$ cat config.mk
export PLATFORM = sky130hd
export DESIGN_NAME = axi_lite_csr_bank_flat
export DESIGN_NICKNAME = d
export VERILOG_FILES = /design/src/rtl/axi_lite_csr_pkg.sv /design/src/rtl/axi_lite_csr_bank_if.sv /design/src/rtl/axi_lite_csr_decode.sv /design/src/rtl/axi_lite_csr_bank.sv /design/src/flat_wrapper.sv
export SDC_FILE = /design/constraint.sdc
export NUM_CORES = 1
export LEC_CHECK = 0
export BUFFER_PORTS_ARGS = -buffer_cell sky130_fd_sc_hd__buf_2
export CORE_AREA = 2 2 131 133
export CTS_BUF_LIST = sky130_fd_sc_hd__clkbuf_4 sky130_fd_sc_hd__clkbuf_8
export DETAILED_ROUTE_END_ITERATION = 12
export DIE_AREA = 0 0 133 135
export PLACE_DENSITY = 0.67
export SYNTH_ARGS = -nofsm -noshare
export SYNTH_HDL_FRONTEND = slang
export SYNTH_SLANG_ARGS = --single-unit
$ cat constraint.sdc
create_clock -name clk -period 3.25 [get_ports clk]
set_clock_uncertainty 0.05 [all_clocks]
set_input_delay 0.4875 -clock clk [delete_from_list [all_inputs] [get_ports clk]]
set_output_delay 0.4875 -clock clk [all_outputs]
set_load 0.1 [all_outputs]
$ cat src/rtl/axi_lite_csr_pkg.sv
// Shared types and constants for the AXI-Lite CSR bank.
package axi_lite_csr_pkg;

    typedef logic [1:0] resp_t;

    localparam resp_t OKAY   = 2'b00;
    localparam resp_t SLVERR = 2'b10;

    typedef enum logic {
        W_IDLE = 1'b0,
        W_RESP = 1'b1
    } wr_state_t;

    typedef enum logic {
        R_IDLE = 1'b0,
        R_DATA = 1'b1
    } rd_state_t;

    typedef enum logic [1:0] {
        KIND_RW   = 2'd0,
        KIND_RO   = 2'd1,
        KIND_TRIG = 2'd2,
        KIND_NONE = 2'd3
    } csr_kind_t;

endpackage

$ cat src/rtl/axi_lite_csr_bank_if.sv
// AXI-Lite bus bundle between a bus master and the CSR bank.
interface axi_lite_csr_bank_if #(
    parameter int DATA_W = 32,
    parameter int ADDR_W = 4
) ();
    logic [ADDR_W-1:0]   awaddr;
    logic                awvalid;
    logic                awready;
    logic [DATA_W-1:0]   wdata;
    logic [DATA_W/8-1:0] wstrb;
    logic                wvalid;
    logic                wready;
    logic [1:0]          bresp;
    logic                bvalid;
    logic                bready;
    logic [ADDR_W-1:0]   araddr;
    logic                arvalid;
    logic                arready;
    logic [DATA_W-1:0]   rdata;
    logic [1:0]          rresp;
    logic                rvalid;
    logic                rready;

    modport master (
        output awaddr, awvalid, wdata, wstrb, wvalid, bready, araddr, arvalid, rready,
        input  awready, wready, bresp, bvalid, arready, rdata, rresp, rvalid
    );

    modport slave (
        input  awaddr, awvalid, wdata, wstrb, wvalid, bready, araddr, arvalid, rready,
        output awready, wready, bresp, bvalid, arready, rdata, rresp, rvalid
    );
endinterface

$ cat src/rtl/axi_lite_csr_decode.sv
// Word-index decoder: maps an index to register kind and offset within that kind.
module axi_lite_csr_decode
    import axi_lite_csr_pkg::*;
#(
    parameter int ADDR_W = 4,
    parameter int N_RW   = 2,
    parameter int N_RO   = 1
) (
    input  logic [ADDR_W-1:0] idx,
    output csr_kind_t         kind,
    output logic [ADDR_W-1:0] offset,
    output logic              valid
);
    localparam logic [ADDR_W-1:0] RO_BASE  = ADDR_W'(N_RW);
    localparam logic [ADDR_W-1:0] TRIG_IDX = ADDR_W'(N_RW + N_RO);

    // Classify the index into RW, RO, trigger or unmapped space.
    always_comb begin
        kind   = KIND_NONE;
        offset = {ADDR_W{1'b0}};
        valid  = 1'b0;
        if (idx < RO_BASE) begin
            kind   = KIND_RW;
            offset = idx;
            valid  = 1'b1;
        end else if (idx < TRIG_IDX) begin
            kind   = KIND_RO;
            offset = idx - RO_BASE;
            valid  = 1'b1;
        end else if (idx == TRIG_IDX) begin
            kind   = KIND_TRIG;
            offset = {ADDR_W{1'b0}};
            valid  = 1'b1;
        end else begin
            kind   = KIND_NONE;
            offset = {ADDR_W{1'b0}};
            valid  = 1'b0;
        end
    end
endmodule

$ cat src/rtl/axi_lite_csr_bank.sv
// AXI-Lite CSR bank: RW registers, sampled RO status, and a trigger-pulse word.
// Write and read channels run as independent FSMs; reads see pre-commit values.
module axi_lite_csr_bank
    import axi_lite_csr_pkg::*;
#(
    parameter int DATA_W = 32,
    parameter int ADDR_W = 4,
    parameter int N_RW   = 2,
    parameter int N_RO   = 1,
    parameter int N_TRIG = 1
) (
    input  logic                          clk,
    input  logic                          rstn,
    axi_lite_csr_bank_if.slave            cbus,
    output logic [N_RW-1:0][DATA_W-1:0]   csr_rw,
    input  logic [N_RO-1:0][DATA_W-1:0]   csr_ro,
    output logic [N_TRIG-1:0]             csr_trig,
    input  logic [N_TRIG-1:0]             csr_trig_stat
);
    localparam int STRB_W = DATA_W / 8;

    wr_state_t           wr_state_r;
    logic                aw_held_r;
    logic                w_held_r;
    logic [ADDR_W-1:0]   awaddr_r;
    logic [DATA_W-1:0]   wdata_r;
    logic [STRB_W-1:0]   wstrb_r;
    logic                awready_r;
    logic                wready_r;
    logic                bvalid_r;
    resp_t               bresp_r;

    rd_state_t           rd_state_r;
    logic                arready_r;
    logic                rvalid_r;
    resp_t               rresp_r;
    logic [DATA_W-1:0]   rdata_r;

    csr_kind_t           wr_kind_s;
    logic [ADDR_W-1:0]   wr_off_s;
    logic                wr_valid_s;
    csr_kind_t           rd_kind_s;
    logic [ADDR_W-1:0]   rd_off_s;
    logic                rd_valid_s;
    logic [DATA_W-1:0]   wmask_s;
    logic                wr_err_s;
    logic [DATA_W-1:0]   rd_data_s;
    resp_t               rd_resp_s;

    axi_lite_csr_decode #(.ADDR_W(ADDR_W), .N_RW(N_RW), .N_RO(N_RO)) u_wr_decode (
        .idx    (awaddr_r),
        .kind   (wr_kind_s),
        .offset (wr_off_s),
        .valid  (wr_valid_s)
    );

    axi_lite_csr_decode #(.ADDR_W(ADDR_W), .N_RW(N_RW), .N_RO(N_RO)) u_rd_decode (
        .idx    (cbus.araddr),
        .kind   (rd_kind_s),
        .offset (rd_off_s),
        .valid  (rd_valid_s)
    );

    assign cbus.awready = awready_r;
    assign cbus.wready  = wready_r;
    assign cbus.bvalid  = bvalid_r;
    assign cbus.bresp   = bresp_r;
    assign cbus.arready = arready_r;
    assign cbus.rvalid  = rvalid_r;
    assign cbus.rresp   = rresp_r;
    assign cbus.rdata   = rdata_r;

    // Expand the held byte strobes into a bit mask.
    always_comb begin
        wmask_s = {DATA_W{1'b0}};
        for (int i = 0; i < STRB_W; i++) begin
            wmask_s[i*8 +: 8] = {8{wstrb_r[i]}};
        end
    end

    // Only RW and trigger targets accept writes; everything else errors.
    always_comb begin
        wr_err_s = 1'b1;
        if (wr_valid_s && ((wr_kind_s == KIND_RW) || (wr_kind_s == KIND_TRIG))) begin
            wr_err_s = 1'b0;
        end else begin
            wr_err_s = 1'b1;
        end
    end

    // Read data/response mux for the address currently on the AR channel.
    always_comb begin
        rd_data_s = {DATA_W{1'b0}};
        rd_resp_s = OKAY;
        case (rd_kind_s)
            KIND_RW: begin
                for (int i = 0; i < N_RW; i++) begin
                    if (rd_off_s == ADDR_W'(i)) begin
                        rd_data_s = csr_rw[i];
                    end else begin
                        rd_data_s = rd_data_s;
                    end
                end
            end
            KIND_RO: begin
                for (int i = 0; i < N_RO; i++) begin
                    if (rd_off_s == ADDR_W'(i)) begin
                        rd_data_s = csr_ro[i];
                    end else begin
                        rd_data_s = rd_data_s;
                    end
                end
            end
            KIND_TRIG: begin
                rd_data_s = DATA_W'(csr_trig_stat);
            end
            default: begin
                rd_data_s = {DATA_W{1'b0}};
                rd_resp_s = SLVERR;
            end
        endcase
        if (!rd_valid_s) begin
            rd_resp_s = SLVERR;
        end else begin
            rd_resp_s = rd_resp_s;
        end
    end

    // Write FSM: collect AW and W independently, commit, then hold B until accepted.
    always_ff @(posedge clk or negedge rstn) begin
        if (!rstn) begin
            wr_state_r <= W_IDLE;
            aw_held_r  <= 1'b0;
            w_held_r   <= 1'b0;
            awaddr_r   <= {ADDR_W{1'b0}};
            wdata_r    <= {DATA_W{1'b0}};
            wstrb_r    <= {STRB_W{1'b0}};
            awready_r  <= 1'b0;
            wready_r   <= 1'b0;
            bvalid_r   <= 1'b0;
            bresp_r    <= OKAY;
            csr_rw     <= {(N_RW*DATA_W){1'b0}};
            csr_trig   <= {N_TRIG{1'b0}};
        end else begin
            csr_trig <= {N_TRIG{1'b0}};
            case (wr_state_r)
                W_IDLE: begin
                    if (aw_held_r && w_held_r) begin
                        if (!wr_err_s && (wr_kind_s == KIND_RW)) begin
                            for (int i = 0; i < N_RW; i++) begin
                                if (wr_off_s == ADDR_W'(i)) begin
                                    csr_rw[i] <= (csr_rw[i] & ~wmask_s) | (wdata_r & wmask_s);
                                end
                            end
                        end else if (!wr_err_s && (wr_kind_s == KIND_TRIG)) begin
                            csr_trig <= wdata_r[N_TRIG-1:0] & wmask_s[N_TRIG-1:0];
                        end
                        bresp_r    <= wr_err_s ? SLVERR : OKAY;
                        bvalid_r   <= 1'b1;
                        aw_held_r  <= 1'b0;
                        w_held_r   <= 1'b0;
                        awready_r  <= 1'b0;
                        wready_r   <= 1'b0;
                        wr_state_r <= W_RESP;
                    end else begin
                        if (cbus.awvalid && awready_r) begin
                            aw_held_r <= 1'b1;
                            awaddr_r  <= cbus.awaddr;
                            awready_r <= 1'b0;
                        end else begin
                            awready_r <= ~aw_held_r;
                        end
                        if (cbus.wvalid && wready_r) begin
                            w_held_r <= 1'b1;
                            wdata_r  <= cbus.wdata;
                            wstrb_r  <= cbus.wstrb;
                            wready_r <= 1'b0;
                        end else begin
                            wready_r <= ~w_held_r;
                        end
                    end
                end
                W_RESP: begin
                    if (cbus.bready) begin
                        bvalid_r   <= 1'b0;
                        awready_r  <= 1'b1;
                        wready_r   <= 1'b1;
                        wr_state_r <= W_IDLE;
                    end
                end
                default: begin
                    wr_state_r <= W_IDLE;
                    aw_held_r  <= 1'b0;
                    w_held_r   <= 1'b0;
                    bvalid_r   <= 1'b0;
                end
            endcase
        end
    end

    // Read FSM: accept an address, present data until accepted, then re-arm.
    always_ff @(posedge clk or negedge rstn) begin
        if (!rstn) begin
            rd_state_r <= R_IDLE;
            arready_r  <= 1'b0;
            rvalid_r   <= 1'b0;
            rresp_r    <= OKAY;
            rdata_r    <= {DATA_W{1'b0}};
        end else begin
            case (rd_state_r)
                R_IDLE: begin
                    if (cbus.arvalid && arready_r) begin
                        rdata_r    <= rd_data_s;
                        rresp_r    <= rd_resp_s;
                        rvalid_r   <= 1'b1;
                        arready_r  <= 1'b0;
                        rd_state_r <= R_DATA;
                    end else begin
                        arready_r  <= 1'b1;
                    end
                end
                R_DATA: begin
                    if (cbus.rready) begin
                        rvalid_r   <= 1'b0;
                        arready_r  <= 1'b1;
                        rd_state_r <= R_IDLE;
                    end
                end
                default: begin
                    rd_state_r <= R_IDLE;
                    rvalid_r   <= 1'b0;
                    arready_r  <= 1'b0;
                end
            endcase
        end
    end
endmodule
$ cat src/flat_wrapper.sv
// flat-port wrapper written by rule: the top's interface ports become plain ports
module axi_lite_csr_bank_flat import axi_lite_csr_pkg::*;
#(
    parameter int DATA_W = 32,
    parameter int ADDR_W = 4,
    parameter int N_RW   = 2,
    parameter int N_RO   = 1,
    parameter int N_TRIG = 1
)
  (clk, rstn, csr_rw, csr_ro, csr_trig, csr_trig_stat, cbus_awaddr, cbus_awvalid, cbus_wdata, cbus_wstrb, cbus_wvalid, cbus_bready, cbus_araddr, cbus_arvalid, cbus_rready, cbus_awready, cbus_wready, cbus_bresp, cbus_bvalid, cbus_arready, cbus_rdata, cbus_rresp, cbus_rvalid);
  axi_lite_csr_bank_if #(.DATA_W(DATA_W), .ADDR_W(ADDR_W)) cbus_i ();
  input  logic clk;
  input  logic rstn;
  output logic [N_RW-1:0][DATA_W-1:0] csr_rw;
  input  logic [N_RO-1:0][DATA_W-1:0] csr_ro;
  output logic [N_TRIG-1:0] csr_trig;
  input  logic [N_TRIG-1:0] csr_trig_stat;
  input wire logic [$bits(cbus_i.awaddr)-1:0] cbus_awaddr;
  input wire logic [$bits(cbus_i.awvalid)-1:0] cbus_awvalid;
  input wire logic [$bits(cbus_i.wdata)-1:0] cbus_wdata;
  input wire logic [$bits(cbus_i.wstrb)-1:0] cbus_wstrb;
  input wire logic [$bits(cbus_i.wvalid)-1:0] cbus_wvalid;
  input wire logic [$bits(cbus_i.bready)-1:0] cbus_bready;
  input wire logic [$bits(cbus_i.araddr)-1:0] cbus_araddr;
  input wire logic [$bits(cbus_i.arvalid)-1:0] cbus_arvalid;
  input wire logic [$bits(cbus_i.rready)-1:0] cbus_rready;
  output wire logic [$bits(cbus_i.awready)-1:0] cbus_awready;
  output wire logic [$bits(cbus_i.wready)-1:0] cbus_wready;
  output wire logic [$bits(cbus_i.bresp)-1:0] cbus_bresp;
  output wire logic [$bits(cbus_i.bvalid)-1:0] cbus_bvalid;
  output wire logic [$bits(cbus_i.arready)-1:0] cbus_arready;
  output wire logic [$bits(cbus_i.rdata)-1:0] cbus_rdata;
  output wire logic [$bits(cbus_i.rresp)-1:0] cbus_rresp;
  output wire logic [$bits(cbus_i.rvalid)-1:0] cbus_rvalid;
  assign cbus_i.awaddr = cbus_awaddr;
  assign cbus_i.awvalid = cbus_awvalid;
  assign cbus_i.wdata = cbus_wdata;
  assign cbus_i.wstrb = cbus_wstrb;
  assign cbus_i.wvalid = cbus_wvalid;
  assign cbus_i.bready = cbus_bready;
  assign cbus_i.araddr = cbus_araddr;
  assign cbus_i.arvalid = cbus_arvalid;
  assign cbus_i.rready = cbus_rready;
  assign cbus_awready = cbus_i.awready;
  assign cbus_wready = cbus_i.wready;
  assign cbus_bresp = cbus_i.bresp;
  assign cbus_bvalid = cbus_i.bvalid;
  assign cbus_arready = cbus_i.arready;
  assign cbus_rdata = cbus_i.rdata;
  assign cbus_rresp = cbus_i.rresp;
  assign cbus_rvalid = cbus_i.rvalid;
  axi_lite_csr_bank #(.DATA_W(DATA_W), .ADDR_W(ADDR_W), .N_RW(N_RW), .N_RO(N_RO), .N_TRIG(N_TRIG)) u_core (.clk(clk), .rstn(rstn), .cbus(cbus_i), .csr_rw(csr_rw), .csr_ro(csr_ro), .csr_trig(csr_trig), .csr_trig_stat(csr_trig_stat));
endmodule
## After elaboration in Yosys (flattened, before gate mapping)

Cells that the tools add are included.

- Register bits: 150
- Input port bits: 84
- Output and inout bits: 106
- Logic and storage cells: 125

- Add/sub/neg operators: 2
- Order comparisons: 4
- Equal/unequal tests: 11
- Multiplexer cells: 53
- Bitwise operators: 12
- Reductions and logical operators: 25

Operators with widths:

| kind | count |
|---|---|
| $and 32x32->32 | 3 |
| $mux 32 | 3 |
| $pmux 32 s3 | 1 |
| $or 32x32->32 | 2 |
| $not 32->32 | 1 |
| $mux 1 | 31 |
| $lt 4x2->1 const B | 4 |
| $mux 4 | 4 |
| $mux 2 | 7 |
| $pmux 1 s2 | 7 |
| $reduce_and 2->1 | 6 |
| $eq 4x1->1 const B | 2 |
| $eq 4x2->1 const B | 2 |
| $logic_not 4->1 | 2 |
| $reduce_and 4->1 | 2 |
| $sub 4x2->4 const B | 2 |
| $logic_and 1x1->1 | 7 |
| $reduce_and 3->1 | 2 |
| $not 1->1 | 5 |
| $eq 2x2->1 const B | 2 |
| $logic_not 2->1 | 2 |
| $ne 2x1->1 const B | 2 |
| $ne 2x2->1 const B | 2 |
| $reduce_bool 2->1 | 2 |
| other kinds (4) | 4 |

## Longest topological paths before layout

Gate-level depths: netlist of the first run.

- Depth in word-level cells: 12
- Gate-level depth with buffers: 8
- Gate-level depth less buffers: 6

## By module

A second synthesis of the first run with hierarchy kept.

- Cells, all modules: 529
- Area total of the unflattened synthesis: 6,670.1 µm²

Modules (own cells, without submodules):

| module | instances | cells an instance | area an instance (µm²) |
|---|---|---|---|
| axi_lite_csr_bank | 1 | 505 | 6,477.5 |
| axi_lite_csr_decode | 2 | 12 | 96.3 |

## Worst setup path before layout of the first run

Ideal clock, no wire load.

- Kind: register to register
- Start: register u_core.wready_r (netlist: u_core.cbus.wready)
- End: register u_core.wdata_r[10]
- Library setup time: 0.125 ns
- Arrival time: 1.962 ns
- Slack: 1.113 ns
- Stages on the path, launching flop included: 4
- Clock period less this slack: 2.137 ns
- Path through: dfrtp_1 nand3_1 buf_2 mux2_2

- Longest elaborated chain between the ends: 2

RTL lines:

| what | line | text |
|---|---|---|
| from (decl) | axi_lite_csr_bank.sv:29 | `logic wready_r;` |
| from (signal assigned) | axi_lite_csr_bank.sv:179 | `wready_r <= ~w_held_r;` |
| $logic_and 1x1->1 | axi_lite_csr_bank.sv:173 | `if (cbus.wvalid && wready_r) begin` |
| $reduce_and 3->1 (no line) | - |  |
| to (signal assigned) | axi_lite_csr_bank.sv:136 | `wdata_r <= {DATA_W{1'b0}};` |
| to (signal assigned) | axi_lite_csr_bank.sv:175 | `wdata_r <= cbus.wdata;` |
| to (decl) | axi_lite_csr_bank.sv:26 | `logic [DATA_W-1:0] wdata_r;` |

No other way between the ends.
A chain may end at the register's enable or synchronous reset.

## Worst setup path after layout of the first run

- Start: register u_core.wr_state_r
- End: register u_core.wdata_r[31]

- Longest elaborated chain between the ends: 2

RTL lines:

| what | line | text |
|---|---|---|
| from (decl) | axi_lite_csr_bank.sv:22 | `wr_state_t wr_state_r;` |
| from (signal assigned) | axi_lite_csr_bank.sv:132 | `wr_state_r <= W_IDLE;` |
| from (signal assigned) | axi_lite_csr_bank.sv:164 | `wr_state_r <= W_RESP;` |
| from (signal assigned) | axi_lite_csr_bank.sv:188 | `wr_state_r <= W_IDLE;` |
| $not 1->1 (no line) | - |  |
| $reduce_and 3->1 (no line) | - |  |

No other way between the ends.

==> impl_results.md, run 1 <==
- Outcome: complete, no violations
- Clock sinks: 148
- Fin. Hold Viols: 0
- PostCTS Resize Cnt: 0
- Area post-placement: 7400 µm²
- # setup viols final: 0
- Critical Path RT: 3.51 ns
- Synth area leaders: dfrtp_1, mux2_2, mux2i_1
- Final ANT Viol Nets: 0
- Synth-to-layout area growth: 26.9%
- Port bufs: 187
- Hold_buf cts: 1
- Clk buf depth: 2
- Post-CTS setup buffer count: 0
- Proportion of synthesized area in mux cells: 24.2%
- Dpl cells: 824
- Post-synthesis register bit count: 148
- Fraction of layout cells with a size suffix above 1: 53.2%
- Crit path DAT: 2.67 ns
- CTS root buffer: clkbuf_8
- Die height: 135 µm
- Area share of fa/ha/maj cells after synthesis: 0.202%
- Cts bufs inserted: 17
- Final min period: 2.41 ns
- Non-filler cells, final: 858
- FMAX: 415 MHz
- Largest net degree at the start of global routing: 62
- Core ar.: 16400 µm²
- RSZ-0062 raised after global routing: false
- H-tree Lvls: 4
- Worst-path maximum fanout: 36
- Crit path launch type: flop
- Grt ovf: 0
- Layout Nets: 709
- Register area share after synthesis: 59.7%
- Clock latency on the worst-skew pair: 0.44 ns
- GRT Util Overall: 18.5%
- Starting Density: 37.8%
- Final max-slew violation count: 0
- CP Cell Sequence: a21oi_1 > nand3_2 > mux2_2
- Initial DRC count: 157
- Routed Wire Length: 16000 µm
- DP HPWL: 11100 µm
- Main combinational cell family by area after synthesis: multiplexers
- Worst hold path type: input port to flop
- Via count: 4396
- First-pass GRT wire length: 25400 µm
- Worst Tran Pin Value: 1.08 ns
- Post-Syn Area: 6210 µm²
- Final design instance area without fill: 7880 µm²
- Synth Area per Inst: 14.3 µm²
- Row count: 47
- Post-route DRC: 0
- Die area: 18000 µm²
- Vias in the first global route: 4658
- Max stage delay on crit path: 0.85 ns
- # IOs: 190
- Cells after Synth: 434
- Die Span X: 133 µm
- XOR/XNOR share of the synthesized area: 0%
- Slowest stage cell, crit path: nand3_2
- Vias per cell: 5.12
- Top delay family on crit path: simple AND/OR/NAND/NOR gates
- CP Buf/Inv Count: 0
- CP endpoint kind: flop
- Max-Cap Viols: 0
- Clock transition at path regs: 0.08 ns
- Worst relative slew slack: 27.9%
- CP Class: flop to flop
- Placer Congestion: 0.833
- Top cell type's share of synthesized area: 59.7%
- Simple-gate share of the synthesized area: 3.43%
- Area leader, netlist: dfrtp_1
- Average wire per standard cell: 18.6 µm
- Antenna violations before repair: 1
- Yosys warns: 0
- Fin Setup TNS: 0 ns
- CTS tree: done
- Post-synth cell types: 30
- Synth Area in Compound Gates: 10.3%
- Pre-antenna DRT Iters: 4
- Period utilization: 74.2%
-- metrics by stage --
step | setup slack, ns | hold WS (ns) | utilization (%)
6_report | 0.838 | 0.223 | 48.0
5_1_grt | 0.676 | 0.192 | 48.0
4_1_cts | 0.787 | 0.176 | 48.0
3_5_place_dp | 0.821 | 0.440 | 45.1
3_3_place_gp | 0.877 | 0.427 | 45.1
2_1_floorplan | 1.11 | 0.142 | -
-- synthesized netlist by cell type --
cell / instances
nand2_2: 8
a22o_1: 31
nand4_1: 1
inv_1: 7
buf_1: 4
or3_1: 1
or3_2: 1
o21bai_1: 1
ha_1: 1
a21oi_1: 10
mux2_2: 100
and3_1: 1
nand3_1: 2
o31a_1: 1
dfrtp_1: 148
o21ai_0: 2
buf_2: 5
nor4_4: 2
o2bb2ai_1: 31
nor2_1: 12
mux2i_1: 32
nor3b_1: 1
nand2_1: 5
a31oi_1: 3
nand3b_1: 1
buf_4: 2
clkbuf_1: 14
mux2_1: 5
nor3_1: 1
conb_1: 1
-- routing by layer --
layer / wire, µm / share of wire, % / vias up / GRT usage (%)
met5: 0 / 0 / - / 0
met4: 313 / 2.0 / 0 / 7.95
met3: 875 / 5.5 / 27 / 4.47
met2: 7950 / 50 / 162 / 30.8
met1: 6850 / 43 / 2223 / 23.0
li1: - / - / 1984 / -
-- layout by cell type (no fill, tap or decap), drive strengths merged, types with 2 or more instances in the layout --
master and instances:
nor2 12, a31oi 3, or3 2, a21oi 10, nand2 13, dfrtp 148
bufinv 5, inv 7, a22o 31, buf 194, nand3 2, clkinv 2
mux2i 32, o21ai 2, nor4 2, clkinvlp 2, o2bb2ai 31, conb 2
clkbuf 23, mux2 105
-- path summary, 6_finish.rpt --
check,start,to,cells after the start,slack [ns]
worst max-delay path,u_core.wr_state_r,u_core.wdata_r[31],3,0.84
worst min-delay path,cbus_rready,u_core.rd_state_r,2,0.22
worst max register to register,u_core.wr_state_r,u_core.wdata_r[31],3,0.84
worst min register to register,u_core.cbus.rdata[15],u_core.cbus.rdata[15],1,0.45
max in group asynchronous,rstn,asynchronous set/reset pin,3,1.79
min in group asynchronous,rstn,asynchronous set/reset pin,2,0.55
-- cells by family (layout without fill, tap and decap cells) --
family | after synthesis | after routing
other cells | 1 | 3
fa+ha+maj | 1 | 1
compound gates | 79 | 79
mux | 137 | 137
buf+inv | 32 | 234
flops | 148 | 148
simple gates | 36 | 36
-- layout make-up --
class / instances / area [µm²]
fillers: 1501 / 8530
flip-flops and latches: 148 / 3700
multi-input cells: 255 / 2380
repair buffers: 195 / 1020
clock buffers: 23 / 292
well taps: 220 / 275
clock inverters: 9 / 175
inverters: 7 / 26.3
diodes: 1 / 2.50
Power of run 1 is not shown: default switching activity piles up to over one toggle a cycle in this logic, so the estimate is an artifact.
==> inputs of run 2 (changes only) <==
Settings changed: ABC_AREA from default to 1, CORE_AREA 2 2 131 133 to 2 2 134 136, DIE_AREA 0 0 133 135 to 0 0 136 138, PLACE_DENSITY 0.67 to 0.66.
Clock period 3.25 ns to 2.45 ns, I/O delays scaled along.
==> run 2 against run 1 <==
  * Maximum frequency is 17% higher
  * Clock-buffer cell count is 5 lower
  * Final cell count is 41% higher
  * Hold slack worse by 0.17 ns
  * Wire length is 12% higher
  * Sequential share of layout area is 1.0 points lower
  * Utilization is 2.1 points lower
  * Critical path depth is 2 higher
  * Global-route usage is 1.1 points higher
  * Non-clock buffer count is 8 higher
  * First-iteration DRC count is 120% higher
  * Via count is 26% higher
==> impl_results.md, run 2 <==
- Outcome: complete, no violations (unchanged)
- Port bufs: 187 (unchanged)
- First-pass GRT wire length: 28500 µm (was 25400 µm)
- Pre-antenna DRT Iters: 6 (was 4)
- Grt ovf: 0 (unchanged)
- Period utilization: 84.0% (was 74.2%)
- Most common cell in the netlist: nand2_1 (was dfrtp_1)
- Clk buf depth: 2 (unchanged)
- R2r setup slk: 0.39 ns (was 0.84 ns)
- Worst hold path type: input port to flop (unchanged)
- Synth Area in Compound Gates: 8.50% (was 10.3%)
- Placer Congestion: 0.830 (was 0.833)
- Max-Cap Viols: 0 (unchanged)
- Layout Nets: 1049 (was 709)
- Crit path launch type: flop (unchanged)
- Seq. cell area: 3700 µm² (unchanged)
- Synth area leaders: dfrtp_1, nand2_1, o21ai_0 (was dfrtp_1, mux2_2, mux2i_1)
- Post-synthesis register bit count: 148 (unchanged)
- Post-Syn Area: 6430 µm² (was 6210 µm²)
- Max VDD drop: 0.938 mV
- Hold Path Depth: 2 (unchanged)
- CTS tree: done (unchanged)
- Most common cell after layout, fill and taps aside: nand2_1 (was buf_2)
- Simple-gate share of the synthesized area: 26.8% (was 3.43%)
- GRT Util Overall: 19.5% (was 18.5%)
- Initial DRC count: 351 (was 157)
- Main combinational cell family by area after synthesis: simple AND/OR/NAND/NOR gates (was multiplexers)
- Main flop type after synthesis: dfrtp_1 (unchanged)
- Largest net degree at the start of global routing: 74 (was 62)
- FMAX: 486 MHz (was 415 MHz)
- Crit path DAT: 2.36 ns (was 2.67 ns)
- Slowest stage cell, crit path: nand3_1 (was nand3_2)
- Total power: 11.4 mW
- Endpoint, Worst Hold: u_core.cbus.rvalid (was u_core.rd_state_r)
- Vias per cell: 4.59 (was 5.12)
- Top cell type's share of synthesized area: 57.6% (was 59.7%)
- Most frequent cells in the layout: nand2_1, buf_2, dfrtp_1, o21ai_0, inv_1 (was buf_2, dfrtp_1, mux2_2, mux2i_1)
- EDFF count, synth: 0 (unchanged)
- Final ANT Viol Nets: 0 (unchanged)
- Synth Area per Inst: 8.26 µm² (was 14.3 µm²)
- Clock latency on the worst-skew pair: 0.45 ns (was 0.44 ns)
- Average wire per standard cell: 14.8 µm (was 18.6 µm)
- Post-route DRC: 0 (unchanged)
- Routed Wire Length: 17900 µm (was 16000 µm)
- Cts bufs inserted: 17 (unchanged)
- Post-synth top cells: nand2_1, dfrtp_1, o21ai_0 (was dfrtp_1, mux2_2, mux2i_1)
- Synth-to-layout area growth: 25.2% (was 26.9%)
- Clock transition at path regs: 0.08 ns (about the same)
- Vias in the first global route: 5191 (was 4658)
- CP Cell Sequence: inv_2 > nand3_4 > nor4_4 > nand3_1 > o21ai_0 (was a21oi_1 > nand3_2 > mux2_2)
- Area share of fa/ha/maj cells after synthesis: 0.195% (was 0.202%)
- Worst-path maximum fanout: 16 (was 36)
- Die Span X: 136 µm (was 133 µm)
- Max stage delay on crit path: 0.55 ns (was 0.85 ns)
- Worst relative slew slack: 32.1% (was 27.9%)
- Core ar.: 17500 µm² (was 16400 µm²)
- Power per cell area: 1410 nW/µm²
- H-tree Lvls: 4 (unchanged)
- Clock sinks: 148 (unchanged)
- Worst hold start: cbus_rready (unchanged)
- Final min period: 2.06 ns (was 2.41 ns)
- Critical Path RT: 2.75 ns (was 3.51 ns)
- CP endpoint kind: flop (unchanged)
- Cell depth of the worst flop-to-flop path: 5 (was 3)
- Area leader, netlist: dfrtp_1 (unchanged)
- Cells after Synth: 779 (was 434)
- Starting Density: 36.7% (was 37.8%)
- Fraction of layout cells with a size suffix above 1: 25.2% (was 53.2%)
- Fin. Hold Viols: 0 (unchanged)
- XOR/XNOR share of the synthesized area: 0% (unchanged)
- Worst Tran Pin Value: 1.01 ns (was 1.08 ns)
- Proportion of synthesized area in mux cells: 0.875% (was 24.2%)
- Die height: 138 µm (was 135 µm)
- # setup viols final: 0 (unchanged)
- RSZ-0062 raised after global routing: false (unchanged)
- # IOs: 190 (unchanged)
- CTS root buffer: clkbuf_8 (unchanged)
- Final max-slew violation count: 0 (unchanged)
- Antenna violations before repair: 0 (was 1)
- Register area share after synthesis: 57.6% (was 59.7%)
- Filler cells: 1785 (was 1501)
- PostCTS Resize Cnt: 0 (unchanged)
- Async set or reset register ratio after synthesis: 100% (unchanged)
- Crit Reg-Reg Startpoint: u_core.wr_state_r (unchanged)
- Fin Setup TNS: 0 ns (unchanged)
- Row count: 49 (was 47)
- Via count: 5538 (was 4396)
- Yosys warns: 0 (unchanged)
- Post-synth cell types: 27 (was 30)
- Die area: 18800 µm² (was 18000 µm²)
- LEAKAGE: 4.59 nW
- Footprint of the multi-input gates: 2350 µm² (was 2380 µm²)
- CP Class: flop to flop (unchanged)
- DP HPWL: 13100 µm (was 11100 µm)
- Antenna diodes: 0 (was 1)
## run 2: how the worst max path moves through the flow
stage,slack [ns],startpoint,to,depth (start not counted)
final,0.39,u_core.wr_state_r,flop,5
after global routing,0.1,u_core.wr_state_r,flop,5
after CTS,0.36,u_core.wr_state_r,flop,5
after detailed placement,0.38,u_core.wr_state_r,flop,5
after global placement,0.43,u_core.wr_state_r,flop,5
after floorplan,0.45,u_core.cbus.wready,u_core.wdata_r[10],6
## run 2: where the power goes
group          leakage, nW  total, mW  switching, mW  internal [mW]
combinational         2.48       5.54           4.62          0.921
clock                0.214       2.08          0.946           1.13
sequential            1.90       3.78          0.556           3.22
## run 2: logic make-up after synthesis
kind of cell / count (synthesis)
AND/OR/NAND/NOR: 431
flip-flops: 148
AO/OA/AOI/OAI: 108
buffers and inverters: 85
multiplexers: 5
adder cells (fa/ha/maj): 1
other: 1
## run 2: metrics by stage
stage	utilization [%]	std cells	area, µm²	hold WS [ns]	setup slack [ns]
floorplan	-	780	6430	0.0219	0.447
CTS	45.9	1206	8050	0.0192	0.359
global placement	43.4	1173	7610	0.281	0.433
detailed placement	43.4	1173	7610	0.281	0.382
finish	45.9	1206	8050	0.0534	0.391
global route	45.9	1206	8050	0.0334	0.0999
## run 2: per-layer routing
metal	global-route usage [%]	share of wire, %
met1	29.4	50
met2	28.4	44
met3	3.78	5.0
met4	6.20	1.5
met5	0	0
## run 2: final cells by class
cell class | count | share of cell area [%]
sequential | 148 | 46.0
tap | 229 | 3.56
multi-input combinational | 547 | 29.2
timing repair buffer | 203 | 13.7
clock buffer | 18 | 3.08
inverter | 47 | 2.19
clock inverter | 14 | 2.30
## run 2: timing repair
action                                 4_1_cts  5_1_grt
buffers inserted                             0        0
hold buffers                                 1        0
endpoints found under the hold margin       46        0
## run 2: worst max-delay path, delay by kind of cell, from the launching register on
kind | cells | cell delay, ns
compound gates | 1 | 0.33
buf+inv | 1 | 0.13
flops | 1 | 0.42
simple gates | 3 | 1.04
No activity file was read; power rests on OpenSTA's default activity.
==> inputs of run 3 (changes only) <==
Settings changed: ABC_AREA 1 to 0, CORE_AREA 2 2 134 136 to 2 2 131 133, DIE_AREA 0 0 136 138 to 0 0 133 135, PLACE_DENSITY 0.66 to 0.69.
Clock period 2.45 ns to 1.8 ns, I/O delays scaled along.
==> run 3 against run 2 <==
  * Power grew 49%
  * Critical path type unchanged
  * Via count down 18%
  * Sequential share of layout area fell by 2.2 points
  * Utilization up 5.6 points
  * Flip-flop and latch count unchanged
  * Non-clock buffer count rose by 44
  * Combinational power rose by 58%
  * Die area is 4.3% lower
  * Clock power up 22%
  * Global-route usage is 0.82 points lower
  * Register-to-register slack worse by 0.37 ns
  * First-iteration DRC count shrank 25%
==> impl_results.md, run 3 (synthesis results as in run 1) <==
- CTS root buffer: clkbuf_8 (unchanged)
- Worst relative slew slack: 66.0% (was 32.1%)
- LEAKAGE: 4.34 nW (was 4.59 nW)
- Synth-to-layout area growth: 36.2% (was 25.2%)
- Most frequent cells in the layout: buf_2, dfrtp_1, mux2_2, dlygate4sd3_1, mux2i_1 (was nand2_1, buf_2, dfrtp_1, o21ai_0, inv_1)
- Via count: 4567 (was 5538)
- Slowest stage cell, crit path: or3_4 (was nand3_1)
- Crit path DAT: 2.05 ns (was 2.36 ns)
- RSZ-0062 raised after global routing: true (was false)
- # IOs: 190 (unchanged)
- Fin util: 51.5% (was 45.9%)
- Max VDD drop: 1.74 mV (was 0.938 mV)
- CP endpoint kind: flop (unchanged)
- DP HPWL: 11700 µm (was 13100 µm)
- Clock sinks: 148 (unchanged)
- Port bufs: 187 (unchanged)
- CP Class: flop to flop (unchanged)
- Fin. Hold Viols: 0 (unchanged)
- Vias per cell: 5.02 (was 4.59)
- Final max-slew violation count: 0 (unchanged)
- Antenna violations before repair: 1 (was 0)
- Core ar.: 16400 µm² (was 17500 µm²)
- H-tree Lvls: 4 (unchanged)
- Cell depth of the worst flop-to-flop path: 5 (unchanged)
- Clock latency on the worst-skew pair: 0.43 ns (was 0.45 ns)
- Die area: 18000 µm² (was 18800 µm²)
- Average wire per standard cell: 18.3 µm (was 14.8 µm)
- Worst hold start: cbus_wdata[18] (was cbus_rready)
- Critical Path RT: 2.07 ns (was 2.75 ns)
- Final ANT Viol Nets: 0 (unchanged)
- Max-Cap Viols: 0 (unchanged)
- Worst Tran Pin Value: 0.514 ns (was 1.01 ns)
- Most common cell after layout, fill and taps aside: buf_2 (was nand2_1)
- Worst hold path type: input port to flop (unchanged)
- Pre-antenna DRT Iters: 4 (was 6)
- GRT Util Overall: 18.7% (was 19.5%)
- Total power: 16.9 mW (was 11.4 mW)
- Initial DRC count: 263 (was 351)
- Fraction of layout cells with a size suffix above 1: 52.5% (was 25.2%)
- Layout Nets: 761 (was 1049)
- Filler cells: 1428 (was 1785)
- Placer Congestion: 0.832 (was 0.830)
- Period utilization: 99.0% (was 84.0%)
- Worst-path maximum fanout: 8 (was 16)
- Seq. cell area: 3710 µm² (was 3700 µm²)
- CTS tree: done (unchanged)
- First-pass GRT wire length: 26100 µm (was 28500 µm)
- Endpoint, Worst Hold: u_core.wdata_r[18] (was u_core.cbus.rvalid)
- Cts bufs inserted: 17 (unchanged)
- Footprint of the multi-input gates: 2480 µm² (was 2350 µm²)
- Power per cell area: 2000 nW/µm² (was 1410 nW/µm²)
- Outcome: complete, no violations (unchanged)
- Die height: 135 µm (was 138 µm)
- Grt ovf: 0 (unchanged)
- Area post-placement: 7570 µm² (was 7610 µm²)
- Final min period: 1.78 ns (was 2.06 ns)
- Hold Path Depth: 2 (unchanged)
- Routed Wire Length: 16600 µm (was 17900 µm)
- Post-route DRC: 0 (unchanged)
- Starting Density: 37.8% (was 36.7%)
- Clock transition at path regs: 0.08 ns (about the same)
- Row count: 47 (was 49)
- Clk buf depth: 2 (unchanged)
- CP Cell Sequence: or3_4 > nor4_4 > buf_6 > nand2_8 > mux2_4 (was inv_2 > nand3_4 > nor4_4 > nand3_1 > o21ai_0)
- Max stage delay on crit path: 0.42 ns (was 0.55 ns)
- Largest net degree at the start of global routing: 49 (was 74)
- Vias in the first global route: 4860 (was 5191)
- Die Span X: 133 µm (was 136 µm)
- FMAX: 561 MHz (was 486 MHz)
- Crit path launch type: flop (unchanged)
- Final design instance area without fill: 8450 µm² (was 8050 µm²)
- R2r setup slk: 0.02 ns (was 0.39 ns)
- Crit Reg-Reg Startpoint: u_core.awaddr_r[2] (was u_core.wr_state_r)
- # setup viols final: 0 (unchanged)
==> run 3: cell types whose count changed in the layout (fill, tap and decap cells not counted), sizes merged, moves of 34 or more <==
cell,before,now
dlygate4sd3,1,37
inv,46,8
nor2,46,12
mux2,5,105
nand2,331,13
nand3,45,2
o21ai,67,2
==> run 3: what timing repair did <==
item,in CTS,in global routing
hold endpoints to repair,81,0
setup buffers,0,2
hold buffers,37,0
gates resized for setup,10,9
setup endpoints to repair,59,48
pin swaps,2,1
gates cloned,0,0
==> run 3: worst max-delay path by stage <==
| stage | startpoint | endpoint | cells after the start |
|---|---|---|---|
| after global routing | u_core.awaddr_r[2] | flop | 5 |
| final | u_core.awaddr_r[2] | flop | 5 |
| after detailed placement | u_core.awaddr_r[2] | flop | 5 |
| after CTS | u_core.awaddr_r[1] | flop | 5 |
| after global placement | u_core.awaddr_r[2] | flop | 5 |
| after floorplan | u_core.awaddr_r[2] | flop | 4 |
==> run 3: worst max-delay path, delay by kind of cell, from the launching register on <==
family / cells / cell delay (ns)
AND/OR/NAND/NOR: 3 / 0.68
flip-flops: 1 / 0.38
multiplexers: 1 / 0.31
buffers and inverters: 1 / 0.24
==> run 3: cell type report <==
| class | count | share of cell area [%] |
|---|---|---|
| repair buffers | 247 | 18.5 |
| diodes | 1 | 0.0296 |
| well taps | 220 | 3.26 |
| flip-flops and latches | 148 | 43.8 |
| multi-input cells | 255 | 29.3 |
| clock inverters | 8 | 0.844 |
| inverters | 7 | 0.311 |
| clock buffers | 24 | 3.83 |
==> run 3: report_power, final <==
| part | switching, mW | internal (mW) |
|---|---|---|
| clock network | 1.22 | 1.32 |
| registers | 1.09 | 4.55 |
| logic | 6.72 | 2.04 |
| total | 9.02 | 7.91 |
==> run 3: through the flow <==
stage | setup slack, ns | setup TNS [ns] | hold slack, ns | std cells
global route | -0.0269 | -0.602 | 0.00886 | 909
finish | 0.0171 | 0 | 0.0352 | 910
CTS | -0.0294 | -0.505 | 0.000553 | 907
floorplan | -0.0524 | -0.591 | -0.0756 | 435
detailed placement | -0.134 | -2.75 | 0.195 | 838
global placement | -0.109 | -2.00 | 0.184 | 838
==> run 3: metal layers <==
metal	part of all wire (%)	global-route usage [%]
met1	44	24.4
met2	49	31.1
met3	4.8	4.02
met4	1.2	6.51
met5	0	0
